--- src/rtl/tdm_pkg.sv ---
// Shared types for the two-channel TDM demultiplexer.
package tdm_pkg;

  localparam int unsigned NUM_CH = 2;

  typedef enum logic [1:0] {
    StUnsync = 2'd0,
    StExpCh1 = 2'd1,
    StExpCh0 = 2'd2
  } slot_state_e;

  function automatic logic is_synced(slot_state_e s);
    return s != StUnsync;
  endfunction

endpackage

--- src/rtl/tdm_slot_tracker.sv ---
// Slot-alignment FSM: decodes each valid beat into a channel capture strobe or a framing error.
module tdm_slot_tracker
  import tdm_pkg::*;
(
  input  logic clk_i,
  input  logic rst_i,
  input  logic valid_i,
  input  logic sof_i,
  output logic cap_ch0_o,
  output logic cap_ch1_o,
  output logic sync_o,
  output logic frame_err_o
);

  slot_state_e state_q, state_d;

  always_comb begin
    state_d     = state_q;
    cap_ch0_o   = 1'b0;
    cap_ch1_o   = 1'b0;
    frame_err_o = 1'b0;
    if (valid_i) begin
      unique case (state_q)
        StUnsync: begin
          if (sof_i) begin
            cap_ch0_o = 1'b1;
            state_d   = StExpCh1;
          end
        end
        StExpCh1: begin
          if (sof_i) begin
            // Channel-1 beat was dropped: resync on this new frame start.
            frame_err_o = 1'b1;
            cap_ch0_o   = 1'b1;
          end else begin
            cap_ch1_o = 1'b1;
            state_d   = StExpCh0;
          end
        end
        StExpCh0: begin
          if (sof_i) begin
            cap_ch0_o = 1'b1;
            state_d   = StExpCh1;
          end else begin
            frame_err_o = 1'b1;
            state_d     = StUnsync;
          end
        end
        default: state_d = StUnsync;
      endcase
    end
  end

  always_ff @(posedge clk_i) begin
    if (rst_i) begin
      state_q <= StUnsync;
    end else begin
      state_q <= state_d;
    end
  end

  assign sync_o = is_synced(state_q);

endmodule

--- src/rtl/tdm_demux_2ch.sv ---
// Two-channel TDM demultiplexer top: registered channel words, pulses and sync.
// Optional saturating framing-error counter enabled by TDM_DEMUX_ERR_CNT_EN.
module tdm_demux_2ch
  import tdm_pkg::*;
#(
  parameter int unsigned DATA_W    = 8,
  parameter int unsigned ERR_CNT_W = 8
) (
  input  logic              clk_in,
  input  logic              rst_in,
  input  logic [DATA_W-1:0] data_in,
  input  logic              valid_in,
  input  logic              sof_in,
  output logic [DATA_W-1:0] ch0_out,
  output logic [DATA_W-1:0] ch1_out,
  output logic              ch0_valid_out,
  output logic              ch1_valid_out,
  output logic              pair_valid_out,
  output logic              sync_out,
  output logic              frame_err_out
`ifdef TDM_DEMUX_ERR_CNT_EN
  , output logic [ERR_CNT_W-1:0] err_cnt_out
`endif
);

  logic cap_ch0, cap_ch1, frame_err;
  logic [DATA_W-1:0] ch_q [NUM_CH];

  tdm_slot_tracker u_slot_tracker (
    .clk_i       (clk_in),
    .rst_i       (rst_in),
    .valid_i     (valid_in),
    .sof_i       (sof_in),
    .cap_ch0_o   (cap_ch0),
    .cap_ch1_o   (cap_ch1),
    .sync_o      (sync_out),
    .frame_err_o (frame_err)
  );

  always_ff @(posedge clk_in) begin
    if (rst_in) begin
      ch_q[0]        <= '0;
      ch_q[1]        <= '0;
      ch0_valid_out  <= 1'b0;
      ch1_valid_out  <= 1'b0;
      pair_valid_out <= 1'b0;
      frame_err_out  <= 1'b0;
    end else begin
      if (cap_ch0) ch_q[0] <= data_in;
      if (cap_ch1) ch_q[1] <= data_in;
      ch0_valid_out  <= cap_ch0;
      ch1_valid_out  <= cap_ch1;
      // A channel-1 capture always closes a frame opened by a channel-0 capture.
      pair_valid_out <= cap_ch1;
      frame_err_out  <= frame_err;
    end
  end

  assign ch0_out = ch_q[0];
  assign ch1_out = ch_q[1];

`ifdef TDM_DEMUX_ERR_CNT_EN
  always_ff @(posedge clk_in) begin
    if (rst_in) begin
      err_cnt_out <= '0;
    end else if (frame_err && (err_cnt_out != {ERR_CNT_W{1'b1}})) begin
      err_cnt_out <= err_cnt_out + 1'b1;
    end
  end
`endif

endmodule

--- config.mk ---
export PLATFORM = sky130hd
export DESIGN_NAME = tdm_demux_2ch
export DESIGN_NICKNAME = d
export VERILOG_FILES = /design/src/rtl/tdm_pkg.sv /design/src/rtl/tdm_slot_tracker.sv /design/src/rtl/tdm_demux_2ch.sv
export SDC_FILE = /design/constraint.sdc
export NUM_CORES = 1
export LEC_CHECK = 0
export ABC_AREA = 0
export CAP_MARGIN = 20
export CORE_UTILIZATION = 40
export DETAILED_ROUTE_END_ITERATION = 8
export HOLD_SLACK_MARGIN = 0.02
export PLACE_DENSITY_LB_ADDON = 0.25
export SETUP_SLACK_MARGIN = 0.15
export SYNTH_ARGS = -nofsm -noshare
export SYNTH_HDL_FRONTEND = slang
export SYNTH_SLANG_ARGS = --single-unit
--- constraint.sdc ---
create_clock -name clk_in -period 1.6 [get_ports clk_in]
set_input_delay 0.4 -clock clk_in [delete_from_list [all_inputs] [get_ports clk_in]]
set_output_delay 0.4 -clock clk_in [all_outputs]
set_load 0.1 [all_outputs]
==> impl_metrics.csv <==
group,metric,value,unit
worst_setup_path,start_kind,"register",
global_routing,grt_overflow,0,
worst_setup_path,cp.required,1200,ps
logic_synthesis,synth_top_area_share,62.0,%
layout,fin_util,82.6,%
layout,seqCellArea,589,um2
hold_path,hold_class,"input pin to register",
power_and_ir_drop,power_density,904,nW/um2
timing,skew,1.90,ps
drt,num_vias,566,
clock_tree,cts_tree,"done",
clock_tree,cts.sinks,21,
timing,fmax,0.683,GHz
timing,worst_slew_pin_slew,205,ps
drt,first_iter_violations,2,
logic_synthesis,syn_area,774,um2
floorplan,die_width,46,um
layout,layout.nets,109,
global_routing,grt_pass1_vias,582,
placed_design,dp_hpwl,1380,um
logic_synthesis,syn_area_per_cell,15.2,um2
logic_synthesis,synth_top_area_cell,"edfxtp_1",
clock_tree,cts-root-buf,"clkbuf_4",
clock_tree,htreeDepth,1,
floorplan,initial_utilization,43.9,%
floorplan,fp.dieH,46,um
drt,routed_wl,1750,um
timing,slew_viol_final,0,
placed_design,place_area,1400,um2
timing,hold_viol_final,0,
layout,area_delta_synth_final,88.0,%
worst_setup_path,crit_arrival,1060,ps
logic_synthesis,synth_seq_cells,21,
worst_setup_path,end_kind,"output pin",
timing,period_minus_slack,1460,ps
drt,first_pass_iters,2,
drt,drc,0,
clock_tree,clk_latency,290,ps
floorplan,dieArea,2120,um2
layout,layout-drive-gt1-share,42.7,%
logic_synthesis,ys.flop_type,"edfxtp_1",
logic_synthesis,synth.area.top_cells,"edfxtp_1, dfxtp_1, and2_1",
worst_setup_path,path_buf_inv,1,
logic_synthesis,synth_common_cells,"edfxtp_1, and2_1, dfxtp_1",
placed_design,place.gp.congestion,0.739,
layout,diodes,0,
clock_tree,clk_pin_slew_worst_paths,110,ps
global_routing,grtUsageTotal,19.0,%
logic_synthesis,synth_most_common_cell,"edfxtp_1",
floorplan,top_level_ports,33,
logic_synthesis,ys_async_sr_fraction,0,%
worst_setup_path,worstPathCellList,"or2_4 > buf_12",
layout,n_fill_cell,98,
logic_synthesis,synth.distinct_cells,17,
timing,period_share,91.6,%
logic_synthesis,yosysWarnings,0,
floorplan,core_area,1760,um2
drt,via_per_inst,4.68,
logic_synthesis,synth-seq-area-share,75.0,%
worst_setup_path,worstSetupPathType,"register to output pin",
worst_setup_path,crit_family,"flip-flops",
drt,post_drt_wl_per_cell,14.4,um
power_and_ir_drop,vdd_drop_max,0.740,mV
floorplan,rows,15,
logic_synthesis,synthCells,51,
placed_design,io_buffers,32,
logic_synthesis,syn-num-nets,63,
worst_setup_path,slowest_delay,360,ps
power_and_ir_drop,power_leakage,0.589,nW
clock_tree,cts_buffer_depth,2,
run_status,outcome,"completed",
clock_tree,cts_buffers,3,
worst_setup_path,r2r_slack,280,ps
timing,relSlewSlack,86.3,%
layout,multi_input_area,189,um2
logic_synthesis,synth_edf_count,16,
job,cap_viol_max_count,0,
drt,ant_nets,0,
worst_setup_path,cpMaxStageDelayCell,"dfxtp_4",
global_routing,grt_start_max_net_pins,12,
layout,fin_area,1460,um2
timing,rsz0062_at_grt,"yes",
worst_setup_path,crit_fanout,2,
global_routing,grt_pass1_wl,2650,um
timing,hold_ws,528,ps
timing,finalSetupViolations,0,
global_routing,antenna_found_initial,0,
-- metal layers --
layer  vias up  global-route usage [%]  part of all wire (%)
met1       277                    20.5                    38
li1        267                       -                     -
met3         2                    5.56                   4.8
met2        20                    34.4                    56
met5         -                       0                     0
met4         0                    7.06                  0.74
-- layout make-up --
| cell class | instances | area share (%) |
|---|---|---|
| repair buffers | 42 | 42.6 |
| multi-input cells | 29 | 13.0 |
| flip-flops and latches | 21 | 40.5 |
| well taps | 25 | 2.15 |
| clock buffers | 4 | 1.80 |
-- path summary, 6_finish.rpt --
kind | cells past startpoint | startpoint | to
max | 2 | u_slot_tracker.state_q[1] | sync_out
min | 3 | sof_in | pair_valid_out
max reg2reg | 4 | u_slot_tracker.state_q[0] | ch_q[0][10]
min reg2reg | 3 | u_slot_tracker.state_q[1] | frame_err_out
-- report_power, final --
group	switching (mW)	leakage [nW]	internal [mW]
Clock	0.151	0.0150	0.0970
Combinational	0.264	0.364	0.164
Sequential	0.0240	0.211	0.616
Total	0.439	0.589	0.877
-- cells by family after synthesis --
| logic type | count (synthesis) | share of synthesized area, % |
|---|---|---|
| multiplexers | 1 | 1.29 |
| flip-flops | 21 | 75.0 |
| buffers and inverters | 1 | 0.970 |
| AO/OA/AOI/OAI | 4 | 4.36 |
| AND/OR/NAND/NOR | 24 | 18.4 |
-- registers in the layout (all words and copies together) (netlist names) --
| name | count |
|---|---|
| ch0_valid_out | 1 |
| ch_q | 16 |
| frame_err_out | 1 |
| pair_valid_out | 1 |
| u_slot_tracker.state_q | 2 |
-- cells in the final DEF (no fill, tap or decap) --
cell and instances:
dfxtp_2 1, clkbuf_4 3, nand3_1 1, mux2i_1 1
nand2_1 3, and2_1 8, clkbuf_1 1, nand2b_2 1
or2_4 1, a21o_1 1, nor2_1 3, clkdlybuf4s50_1 10
nand3b_1 1, dfxtp_1 2, buf_12 22, nor3b_2 1
a21oi_1 2, a21oi_4 1, edfxtp_1 16, buf_4 9
nor3_1 1, nand2b_1 4, dlymetal6s2s_1 1, dfxtp_4 2
-- worst reg2reg max path, stage by stage, from the launching register on --
cell	delay (ps)
dfxtp_4	360
buf_4	140
nor3b_2	230
a21o_1	200
buf_12	130
-- through the flow --
| stage | total power, mW | instances | setup WS (ps) | setup TNS, ps |
|---|---|---|---|---|
| finish | 1.32 | 121 | 135 | 0 |
| CTS | 1.32 | 121 | 127 | 0 |
| global placement | 1.07 | 115 | -81.7 | -798 |
| global route | 1.35 | 121 | 106 | 0 |
| detailed placement | 1.08 | 115 | -146 | -2430 |
| floorplan | 0.884 | 51 | 178 | 0 |
-- timing repair --
| item | CTS | global route |
|---|---|---|
| pin swaps | 0 | 2 |
| setup buffers | 2 | 0 |
| hold buffers | 0 | 0 |
| resized for setup | 5 | 1 |
| setup endpoints to repair | 1 | 9 |
No activity file was read; power rests on OpenSTA's default activity.
